--- src/rtl/seg_scan_ctrl.sv ---
// rtl/seg_scan_ctrl.sv - binary-to-BCD sequencer and 6-digit multiplexed 7-segment scanner
module seg_scan_ctrl #(
  parameter int SCAN_MAX = 49_999,
  parameter int BIN_W    = 25
) (
  input  logic             clk,
  input  logic             rst_n,
  input  logic [BIN_W-1:0] seg_value,
  input  logic [5:0]       dot,
  output logic [5:0]       sel,
  output logic [7:0]       seg,
  output logic             busy
);

  localparam int               SW         = (SCAN_MAX > 0) ? $clog2(SCAN_MAX + 1) : 1;
  localparam logic [SW-1:0]    SCAN_TOP   = SW'(SCAN_MAX);
  localparam logic [BIN_W-1:0] VAL_MAX    = BIN_W'(999_999);
  localparam logic [5:0]       SHIFT_LAST = 6'(BIN_W - 1);

  typedef enum logic [1:0] {IDLE, LOAD, SHIFT, DONE} state_t;

  state_t           state, state_nx;
  logic [BIN_W-1:0] last_val;
  logic [BIN_W-1:0] bin;
  logic [23:0]      bcd;
  logic [23:0]      bcd_adj;
  logic [23:0]      bcd_disp;
  logic [5:0]       shift_cnt;
  logic [SW-1:0]    scan_cnt;
  logic [2:0]       idx;

  function automatic logic [6:0] decode(input logic [3:0] n);
    case (n)
      4'd0:    decode = 7'h40;
      4'd1:    decode = 7'h79;
      4'd2:    decode = 7'h24;
      4'd3:    decode = 7'h30;
      4'd4:    decode = 7'h19;
      4'd5:    decode = 7'h12;
      4'd6:    decode = 7'h02;
      4'd7:    decode = 7'h78;
      4'd8:    decode = 7'h00;
      4'd9:    decode = 7'h10;
      default: decode = 7'h7F;
    endcase
  endfunction

  always_comb begin
    state_nx = state;
    case (state)
      IDLE:    if (seg_value != last_val) state_nx = LOAD;
      LOAD:    state_nx = SHIFT;
      SHIFT:   if (shift_cnt == SHIFT_LAST) state_nx = DONE;
      DONE:    state_nx = IDLE;
      default: state_nx = IDLE;
    endcase
  end

  // Double-dabble correction applied before every shift
  always_comb begin
    bcd_adj = bcd;
    for (int i = 0; i < 6; i++) begin
      if (bcd[4*i +: 4] >= 4'd5) bcd_adj[4*i +: 4] = bcd[4*i +: 4] + 4'd3;
    end
  end

  always_ff @(posedge clk or negedge rst_n) begin
    if (!rst_n) begin
      state     <= IDLE;
      busy      <= 1'b0;
      last_val  <= '0;
      bin       <= '0;
      bcd       <= '0;
      shift_cnt <= '0;
      bcd_disp  <= '0;
    end else begin
      state <= state_nx;
      busy  <= (state_nx != IDLE);
      case (state)
        LOAD: begin
          bin       <= (seg_value > VAL_MAX) ? VAL_MAX : seg_value;
          last_val  <= seg_value;
          bcd       <= '0;
          shift_cnt <= '0;
        end
        SHIFT: begin
          bcd       <= {bcd_adj[22:0], bin[BIN_W-1]};
          bin       <= {bin[BIN_W-2:0], 1'b0};
          shift_cnt <= shift_cnt + 6'd1;
        end
        DONE:    bcd_disp <= bcd;
        default: ;
      endcase
    end
  end

  always_ff @(posedge clk or negedge rst_n) begin
    if (!rst_n) begin
      scan_cnt <= '0;
      idx      <= '0;
      sel      <= 6'b111111;
      seg      <= 8'hFF;
    end else begin
      if (scan_cnt == SCAN_TOP) begin
        scan_cnt <= '0;
        idx      <= (idx == 3'd5) ? 3'd0 : idx + 3'd1;
      end else begin
        scan_cnt <= scan_cnt + 1'b1;
      end
      sel <= ~(6'b000001 << idx);
      seg <= {dot[idx], decode(bcd_disp[{idx, 2'b00} +: 4])};
    end
  end

endmodule

--- config.mk ---
export PLATFORM = sky130hd
export DESIGN_NAME = seg_scan_ctrl
export DESIGN_NICKNAME = d
export VERILOG_FILES = /design/src/rtl/seg_scan_ctrl.sv
export SDC_FILE = /design/constraint.sdc
export NUM_CORES = 1
export LEC_CHECK = 0
export CAP_MARGIN = 10
export CORE_MARGIN = 2
export CORE_UTILIZATION = 35
export DETAILED_ROUTE_END_ITERATION = 7
export MAX_ROUTING_LAYER = met4
export PLACE_DENSITY = 0.51
export REMOVE_ABC_BUFFERS = 1
export SKIP_CTS_REPAIR_TIMING = 1
export SLEW_MARGIN = 20
export SYNTH_ARGS = -nofsm -noshare
export SYNTH_HDL_FRONTEND = slang
export SYNTH_SLANG_ARGS = --single-unit
--- constraint.sdc ---
create_clock -name clk -period 6.1 [get_ports clk]
set_input_delay 1.83 -clock clk [delete_from_list [all_inputs] [get_ports clk]]
set_output_delay 1.83 -clock clk [all_outputs]
set_load 0.05 [all_outputs]
==> flow_summary.yaml <==
status:
  outcome: "complete, no violations"
place:
  port_buffers: 47
  dp_hpwl_mm: 9.51
  place_area_um2: 7600
  gp_congestion: 0.760
  post-place-ws_ns: 2.19
  dp.cells: 923
global_route:
  grt_use_total_pct: 15.4
  first_global_vias: 4913
  grt_pass1_wl_mm: 24.4
  antenna_found_initial: 0
  grt_max_degree: 94
  overflow: 0
layout:
  area_growth_pct: 19.2
  regArea_um2: 3520
  fill_cells: 1894
  nNetsFinal: 735
  multi_input_area_um2: 3070
  final_area_um2: 8210
  final_util_pct: 42.3
  fin_cells: 955
  diodes: 0
  drive_gt1_share_pct: 18.1
sta:
  fin_crit_sh_pct: 58.3
  whs_ns: 0.499
  final.setup.tns_ns: 0
  timing.final.crit_period_ns: 3.56
  maxSlewHeadroom_pct: 41.1
  worst_slew_pin_slew_ns: 0.884
  slew_violations: 0
  fin_ws_ns: 2.54
  skew_ns: 0.00917
  finalSetupViolations: 0
  rsz0062_at_grt: "false"
  hold_viol: 0
  max_freq_ghz: 0.281
setup_path:
  cp-end-kind: "output pin"
  required_ns: 4.27
  crit_arrival_ns: 1.73
  cp_slowest_stage_delay_ns: 0.79
  crit_path_start_kind: "flop"
  cp_max_fo: 1
  path_buf_inv: 1
  cp_top_family: "buffers and inverters"
  crit_slowest_cell: "clkdlybuf4s50_1"
  cp_cell_sequence: "clkdlybuf4s50_1"
  crit_type: "flop to output pin"
pwr:
  peakVddDrop_mv: 0.319
  p_clk_share_pct: 28.3
  netSwitchingPower_mw: 1.30
  p_seq_share_pct: 37.1
  power_density_nw_per_um2: 451
  combPwrFrac_pct: 34.6
  p_int_mw: 2.40
  power.leakage_nw: 3.44
  power.total_mw: 3.70
  sw_frac_of_total_pct: 35.1
floorplan:
  start_util_pct: 35.5
  core_area_um2: 19400
  io_pins: 48
  die_width_um: 144
  die_area_um2: 20800
  rows: 51
  die_y_um: 144
synth:
  synth_most_common_cell: "dfrtp_1"
  synth_area_leaders: "dfrtp_1 46%, mux2_2 9.0%, dfstp_2 5.3%, xnor2_1 5.0%, ha_1 4.5%"
  synth_cell_type_count: 49
  syn-cell-area_um2: 6890
  synth_ff_type: "dfrtp_1"
  synth_area_per_cell_um2: 10.8
  netlist.area_leader.share_pct: 45.8
  synth_edf_count: 0
  yosysSeqAreaShare_pct: 51.1
  yosys_warnings: 0
  syn_inst: 635
  synth_seq_cells: 140
  synth.top_cells.by_count: "126 x dfrtp_1, 55 x mux2_2, 48 x inv_1"
  async_flop_share_pct: 100
  synth_top_area_cell: "dfrtp_1"
clocking:
  cts_buffers: 17
  cts_root_buf: "clkbuf_16"
  cts_tree: "done"
  cts.sinks: 140
  clkLatencyLatePin_ns: 0.42
  clk_pin_slew_ns: 0.06
  clockBufferDepth: 2
  cts_max_level: 4
worst_hold_path:
  hold_class: "flop to flop"
detailed_routing:
  dr.first_iter.drc_count: 263
  viasPerCell: 5.03
  totalWireLength_mm: 14.4
  dr_total_vias: 4801
  routedWlPerCell_um: 15.1
  firstDrtPassIters: 5
  drc_errors: 0
  drtAntennaViolNets: 0
job:
  max_cap_violations: 0
[registers in the layout (all words and copies together) (netlist names), 6 cells and up]
| register | count |
|---|---|
| seg | 8 |
| scan_cnt | 16 |
| bcd | 24 |
| last_val | 25 |
| sel | 6 |
| shift_cnt | 6 |
| bcd_disp | 24 |
| bin | 25 |
[area by class of cell]
| type | count | share of cell area [%] |
|---|---|---|
| inverters | 48 | 2.20 |
| well taps | 265 | 4.04 |
| repair buffers | 51 | 6.11 |
| flip-flops and latches | 140 | 42.9 |
| clock buffers | 22 | 6.02 |
| clock inverters | 10 | 1.37 |
| multi-input cells | 419 | 37.4 |
[cell usage in the layout (no fill, tap or decap), types with 3 or more instances in the layout]
cell type,instances
a21oi_1,18
a31oi_1,22
and3_1,6
buf_4,4
clkbuf_16,17
clkbuf_8,5
clkdlybuf4s50_1,46
clkinv_2,4
dfrtp_1,126
dfstp_2,14
ha_1,22
ha_2,3
inv_1,48
mux2_2,55
mux2i_1,8
nand2_1,36
nand2b_1,9
nand3_1,21
nand3b_1,8
nand4_1,10
nor2_1,42
nor2b_1,4
nor3_1,11
nor4_1,3
o21ai_0,35
o22ai_1,22
o31ai_1,3
o32ai_1,4
or2_2,3
or3_1,4
xnor2_1,39
xor2_1,8
[per-layer routing]
metal  global-route usage [%]  wire (µm)  share of wire [%]
met5                        -          0                  0
met2                     25.4       6970                 48
met3                     3.38        517                3.6
met1                     18.5       6630                 46
met4                     6.08        300                2.1
[path summary, 6_finish.rpt]
path / startpoint / cells after the start / to / slack, ns
min in group asynchronous: rst_n / 1 / bcd_disp[23] / 1.50
max reg2reg: idx[0] / 7 / seg[0] / 3.68
max: seg[0] / 1 / seg[0] / 2.54
min: shift_cnt[4] / 1 / shift_cnt[4] / 0.50
max in group asynchronous: rst_n / 2 / bcd[11] / 3.42
min reg2reg: shift_cnt[4] / 1 / shift_cnt[4] / 0.50
[kinds of logic (layout without fill, tap and decap cells)]
| family | count (synthesis) | after routing | synth area share (%) |
|---|---|---|---|
| and+or+nand+nor | 162 | 162 | 11.6 |
| adders and majority gates | 25 | 25 | 4.54 |
| xor gates and xnor gates | 47 | 47 | 5.98 |
| muxes | 67 | 67 | 11.1 |
| buffers and inverters | 76 | 131 | 4.45 |
| DFF | 140 | 140 | 51.1 |
| AOI/OAI and AO/OA | 118 | 118 | 11.2 |
[power by group through the flow]
stage | clock network [mW] | logic [mW] | registers [mW]
CTS | 1.08 | 1.30 | 1.38
floorplan | 0 | 0.896 | 1.42
global route | 1.12 | 1.44 | 1.41
detailed placement | 0 | 1.29 | 1.39
global placement | 0 | 1.25 | 1.38
finish | 1.05 | 1.28 | 1.37
No activity file was read; power rests on OpenSTA's default activity.
